### src/rtl/if_fetch_align.sv
// Instruction-fetch front end for an RV32IC core.
// Fetches 32-bit words from a 1-cycle-latency instruction memory. Keeps a
// 4-entry halfword buffer and presents whole 16/32-bit instructions at any
// halfword alignment over a valid/ready handshake. Redirects flush the
// buffer and any in-flight word.
module if_fetch_align #(
  parameter int          ADDR_WIDTH = 11,
  parameter logic [31:0] RESET_PC   = 32'h0000_0000
) (
  input  logic                  clk,
  input  logic                  rst_n,
  output logic [ADDR_WIDTH-1:0] imem_addr,
  input  logic [31:0]           imem_dout,
  input  logic                  redirect_valid,
  input  logic [31:0]           redirect_pc,
  output logic                  instr_valid,
  input  logic                  instr_ready,
  output logic [31:0]           instr,
  output logic [31:0]           instr_pc,
  output logic                  instr_is_c
);

  localparam logic [ADDR_WIDTH-1:0] RESET_WORD = RESET_PC[ADDR_WIDTH+1:2];
  localparam logic [31:0]           RESET_BPC  = {RESET_PC[31:1], 1'b0};

  // fetch state
  logic [ADDR_WIDTH-1:0] fetch_word;
  logic                  resp_valid;   // word requested last cycle arrives now
  logic                  skip_low;     // next arriving word starts at its high half

  // halfword buffer, hb[0] is the head
  logic [3:0][15:0] hb, hb_n;
  logic [2:0]       count;
  logic [31:0]      buf_pc;

  // datapath helpers
  logic       compressed;
  logic       fire;
  logic       issue;
  logic [2:0] consumed;
  logic [2:0] inserted;
  logic [2:0] remaining;
  logic [2:0] projected;
  logic [15:0] ins_lo, ins_hi;

  // bit 0 of a redirect target is meaningless for halfword-aligned PCs
  logic unused_pc0;
  assign unused_pc0 = redirect_pc[0];

  // head decode: depends only on buffer state, never on instr_ready
  always_comb begin
    compressed  = (hb[0][1:0] != 2'b11);
    instr_valid = ((count >= 3'd1) && compressed) ||
                  ((count >= 3'd2) && !compressed);
    instr_is_c  = instr_valid && compressed;
    instr       = compressed ? {16'h0000, hb[0]} : {hb[1], hb[0]};
    instr_pc    = buf_pc;
    imem_addr   = fetch_word;
  end

  // handshake, buffer occupancy bookkeeping and request decision
  always_comb begin
    fire      = instr_valid && instr_ready && !redirect_valid;
    consumed  = fire ? (compressed ? 3'd1 : 3'd2) : 3'd0;
    inserted  = resp_valid ? (skip_low ? 3'd1 : 3'd2) : 3'd0;
    remaining = count - consumed;
    projected = remaining + inserted;
    // requesting only when at most 2 halfwords will be held keeps room for
    // the word that lands next cycle, so the buffer never exceeds 4
    issue     = !redirect_valid && (projected <= 3'd2);
  end

  // next buffer contents: shift out the consumed head, append the response
  always_comb begin
    hb_n   = hb;
    ins_lo = skip_low ? imem_dout[31:16] : imem_dout[15:0];
    ins_hi = imem_dout[31:16];
    case (consumed)
      3'd1:    hb_n = {16'h0000, hb[3:1]};
      3'd2:    hb_n = {32'h0000_0000, hb[3:2]};
      default: hb_n = hb;
    endcase
    // a response only lands when at most 2 halfwords were held, so
    // remaining+1 always stays inside the buffer
    if (resp_valid) begin
      for (int i = 0; i < 4; i++) begin
        if (3'(i) == remaining)
          hb_n[i] = ins_lo;
        if (!skip_low && (3'(i) == remaining + 3'd1))
          hb_n[i] = ins_hi;
      end
    end
  end

  // state registers; redirect flushes everything including the word in flight
  always_ff @(posedge clk or negedge rst_n) begin
    if (!rst_n) begin
      fetch_word <= RESET_WORD;
      resp_valid <= 1'b0;
      skip_low   <= RESET_PC[1];
      hb         <= '0;
      count      <= 3'd0;
      buf_pc     <= RESET_BPC;
    end else if (redirect_valid) begin
      fetch_word <= redirect_pc[ADDR_WIDTH+1:2];
      resp_valid <= 1'b0;
      skip_low   <= redirect_pc[1];
      count      <= 3'd0;
      buf_pc     <= {redirect_pc[31:1], 1'b0};
    end else begin
      hb         <= hb_n;
      count      <= projected;
      resp_valid <= issue;
      if (issue)
        fetch_word <= fetch_word + ADDR_WIDTH'(1);
      if (fire)
        buf_pc <= buf_pc + (compressed ? 32'd2 : 32'd4);
      if (resp_valid)
        skip_low <= 1'b0;
    end
  end

  // buffer occupancy bound
  a_count_bound: assert property (@(posedge clk) disable iff (!rst_n) count <= 3'd4);

endmodule

### config.mk
export PLATFORM = sky130hd
export DESIGN_NAME = if_fetch_align
export DESIGN_NICKNAME = d
export VERILOG_FILES = /design/src/rtl/if_fetch_align.sv
export SDC_FILE = /design/constraint.sdc
export NUM_CORES = 1
export LEC_CHECK = 0
export CAP_MARGIN = 40
export CORE_MARGIN = 2
export CORE_UTILIZATION = 49
export CTS_CLUSTER_DIAMETER = 30
export DETAILED_ROUTE_END_ITERATION = 10
export PLACE_DENSITY = 0.87
export SYNTH_ARGS = -nofsm -noshare
export SYNTH_HDL_FRONTEND = slang
export SYNTH_SLANG_ARGS = --single-unit
### constraint.sdc
create_clock -name clk -period 3.73 [get_ports clk]
set_input_delay 0.746 -clock clk [delete_from_list [all_inputs] [get_ports clk]]
set_output_delay 0.746 -clock clk [all_outputs]
set_load 0.005 [all_outputs]
==> flow_summary.ini <==
[outcome]
status = finished, final reports clean

[sta]
max_freq_mhz = 282
setup_ws_ns = 0.182
fin_crit_sh = 0.951
max_slew_margin = 0.408
clock_skew_ns = 0.0114
holdWs_ns = 0.215
tightestPinTransition_ns = 0.881
min_period_ns = 3.55
hold_viol_final = 0
final_max_slew_viol_count = 0
final-setup-viol-count = 0

[logic_synthesis]
yosys.area_share.simple = 0.240
synth_cell_types = 83
synth-xor-area-share = 0.0104
syn_nets = 1047
synth_seq_cells = 111
ys_warn_count = 0
ys.flop_type = dfrtp_1
async_flop_share = 1.00
netlist_instances = 970
avgSynthCellArea_sq_um = 8.52
synth_top_family_by_area = compound AO/OA/AOI/OAI gates
synth_fa_ha_area_frac = 0.0163
muxShareOfSynthArea = 0.0512
ys_seq_area_frac = 0.336
synth_edf_count = 0
netlist_area_sq_um = 8270
synth_compound_area_frac = 0.267

[drt]
firstDrtPassIters = 6
vias = 9041
final_antenna_net_count = 0
postRouteWirelength_mm = 28.7
via_per_inst = 6.95
drc = 0
wl_per_cell_um = 22.1
drt-initial-drc-count = 1043

[min_path]
hp-class = in -> async

[pwr]
irDropWorstVdd_v = 0.000458
powerDensity_nw_per_um2 = 762
power.leakage_nw = 4.21

[finish]
final_cell_mix = clkdlybuf4s50_1 (140), dfrtp_1 (111), nand2_1 (77), nand4_1 (61), buf_4 (56)
drive_above_1_share = 0.126
final_common_cell = clkdlybuf4s50_1
antenna_cells = 0
fillerInstances = 1341
fin_nets = 1152
area_delta_synth_final_pct = 26.2

[cts]
clock_path_buffers = 2
cts_root_buf = clkbuf_16
holdBufCountCts = 0
clkLatencyLatePin_ns = 0.37
clock-sinks = 111
htree_levels = 3
cts_buffers = 9
cts_tree = done
clk_pin_slew_ns = 0.08

[placement]
post-dp-hpwl_mm = 18.8
pre_cts_slack_ns = -0.310
finalWeightedCongestion = 0.914
io_buffers = 142

[grt]
antenna_found_initial = 0
gr-total-overflow = 0
grt_use_total = 0.318
grt_max_degree = 71
grt_pass1_wl_mm = 45.8
grt_pass1_vias = 8709

[setup_path]
critPathLaunchType = input pin
setup.worst_path.end_class = flop
critPathRequiredTime_ns = 4.01
r2r_slack_ns = 0.34
crit_path_max_fanout = 6
r2r_cells = 9
path_class = in -> reg
arrival_ns = 3.83
r2r_end = imem_addr[7]
r2r_start = hb[1]

[die]
design.core.area_sq_um = 16500
die_x_um = 134
dieArea_sq_um = 17900
io_pins = 145
num_rows = 47
die_h_um = 134
initial_core_util = 0.500

[run]
cap_violations = 0
-- critical path, cell delays in order --
cell             delay [ns]
clkdlybuf4s50_1        0.53
nand2b_4               0.07
nor3_2                 0.19
ha_2                   0.23
fa_2                   0.48
fa_1                   0.60
nand2b_4               0.15
nand4_1                0.23
or3_1                  0.42
a31oi_1                0.20
-- cells by family after synthesis --
family                     Yosys count
xor gates and xnor gates             6
muxes                               42
AOI/OAI and AO/OA                  302
DFF                                111
adders and majority gates            9
buffers and inverters              146
other                                1
and+or+nand+nor                    353
-- report_power, final --
| part | total [mW] | switching (mW) | internal (mW) |
|---|---|---|---|
| sequential | 2.04 | 0.416 | 1.62 |
| clock | 1.10 | 0.499 | 0.596 |
| combinational | 4.82 | 2.65 | 2.18 |
| total | 7.95 | 3.56 | 4.39 |
-- final cells by class --
class                      instances  area (sq um)  share of cell area
tap                              220           275              0.0264
clock inverter                     6          93.8             0.00900
multi-input combinational        713          4920               0.472
clock buffer                      10           229              0.0220
timing repair buffer             205          2000               0.192
inverter                          35           131              0.0126
sequential                       111          2780               0.266
-- layer usage --
layer / share of wire / global-route usage / up-vias
met5: 0 / 0 / -
met1: 0.37 / 0.416 / 4249
li1: - / - / 3948
met3: 0.13 / 0.0843 / 115
met4: 0.040 / 0.148 / 0
met2: 0.45 / 0.495 / 729
-- Yosys cell counts (all sizes together) (13+ instances only) --
library cell	count	area, sq um
a21o	15	113
a21oi	27	139
a22oi	46	350
a31o	21	184
a31oi	18	113
a32oi	14	123
and2	13	81.3
and3	21	133
buf	48	282
clkbuf	63	236
dfrtp	111	2780
inv	34	128
mux2i	40	400
nand2	77	289
nand3	40	205
nand4	62	394
nor2	33	124
nor2b	17	106
nor3	14	70.1
o211ai	18	145
o21ai	40	200
o22ai	21	131
o31ai	26	195
or3	15	95.1
or4	18	140
-- worst max path at each step --
stage	cells past startpoint	from	slack (ns)	end
2_1_floorplan	15	instr_ready	0.008	hb[53]
3_3_place_gp	10	instr_ready	-0.11	imem_addr[9]
3_5_place_dp	10	instr_ready	-0.31	imem_addr[7]
4_1_cts	10	instr_ready	0.11	imem_addr[7]
5_1_grt	10	instr_ready	-0.05	imem_addr[7]
6_report	10	instr_ready	0.18	imem_addr[7]
-- what timing repair did --
item / 4_1_cts / 5_1_grt
setup buffers: 0 / 3
endpoints found under the hold margin: 0 / 0
endpoints found under the setup margin: 0 / 3
resized for setup: 0 / 2
-- registers in the layout, summed over array words and instances (netlist names) --
register	cells
skip_low	1
resp_valid	1
instr_pc	31
count	3
hb	64
imem_addr	11
-- through the flow --
step	utilization	instances	cell area, sq um	TNS, ns	power (mW)
finish	0.631	1300	10400	0	7.95
global route	0.631	1300	10400	-0.0667	8.37
CTS	0.629	1297	10400	0	7.76
detailed placement	0.610	1281	10100	-4.56	6.65
global placement	0.607	1279	10000	-0.863	6.47
floorplan	-	970	8350	0	4.81
Power figures use the tool's default switching activity.
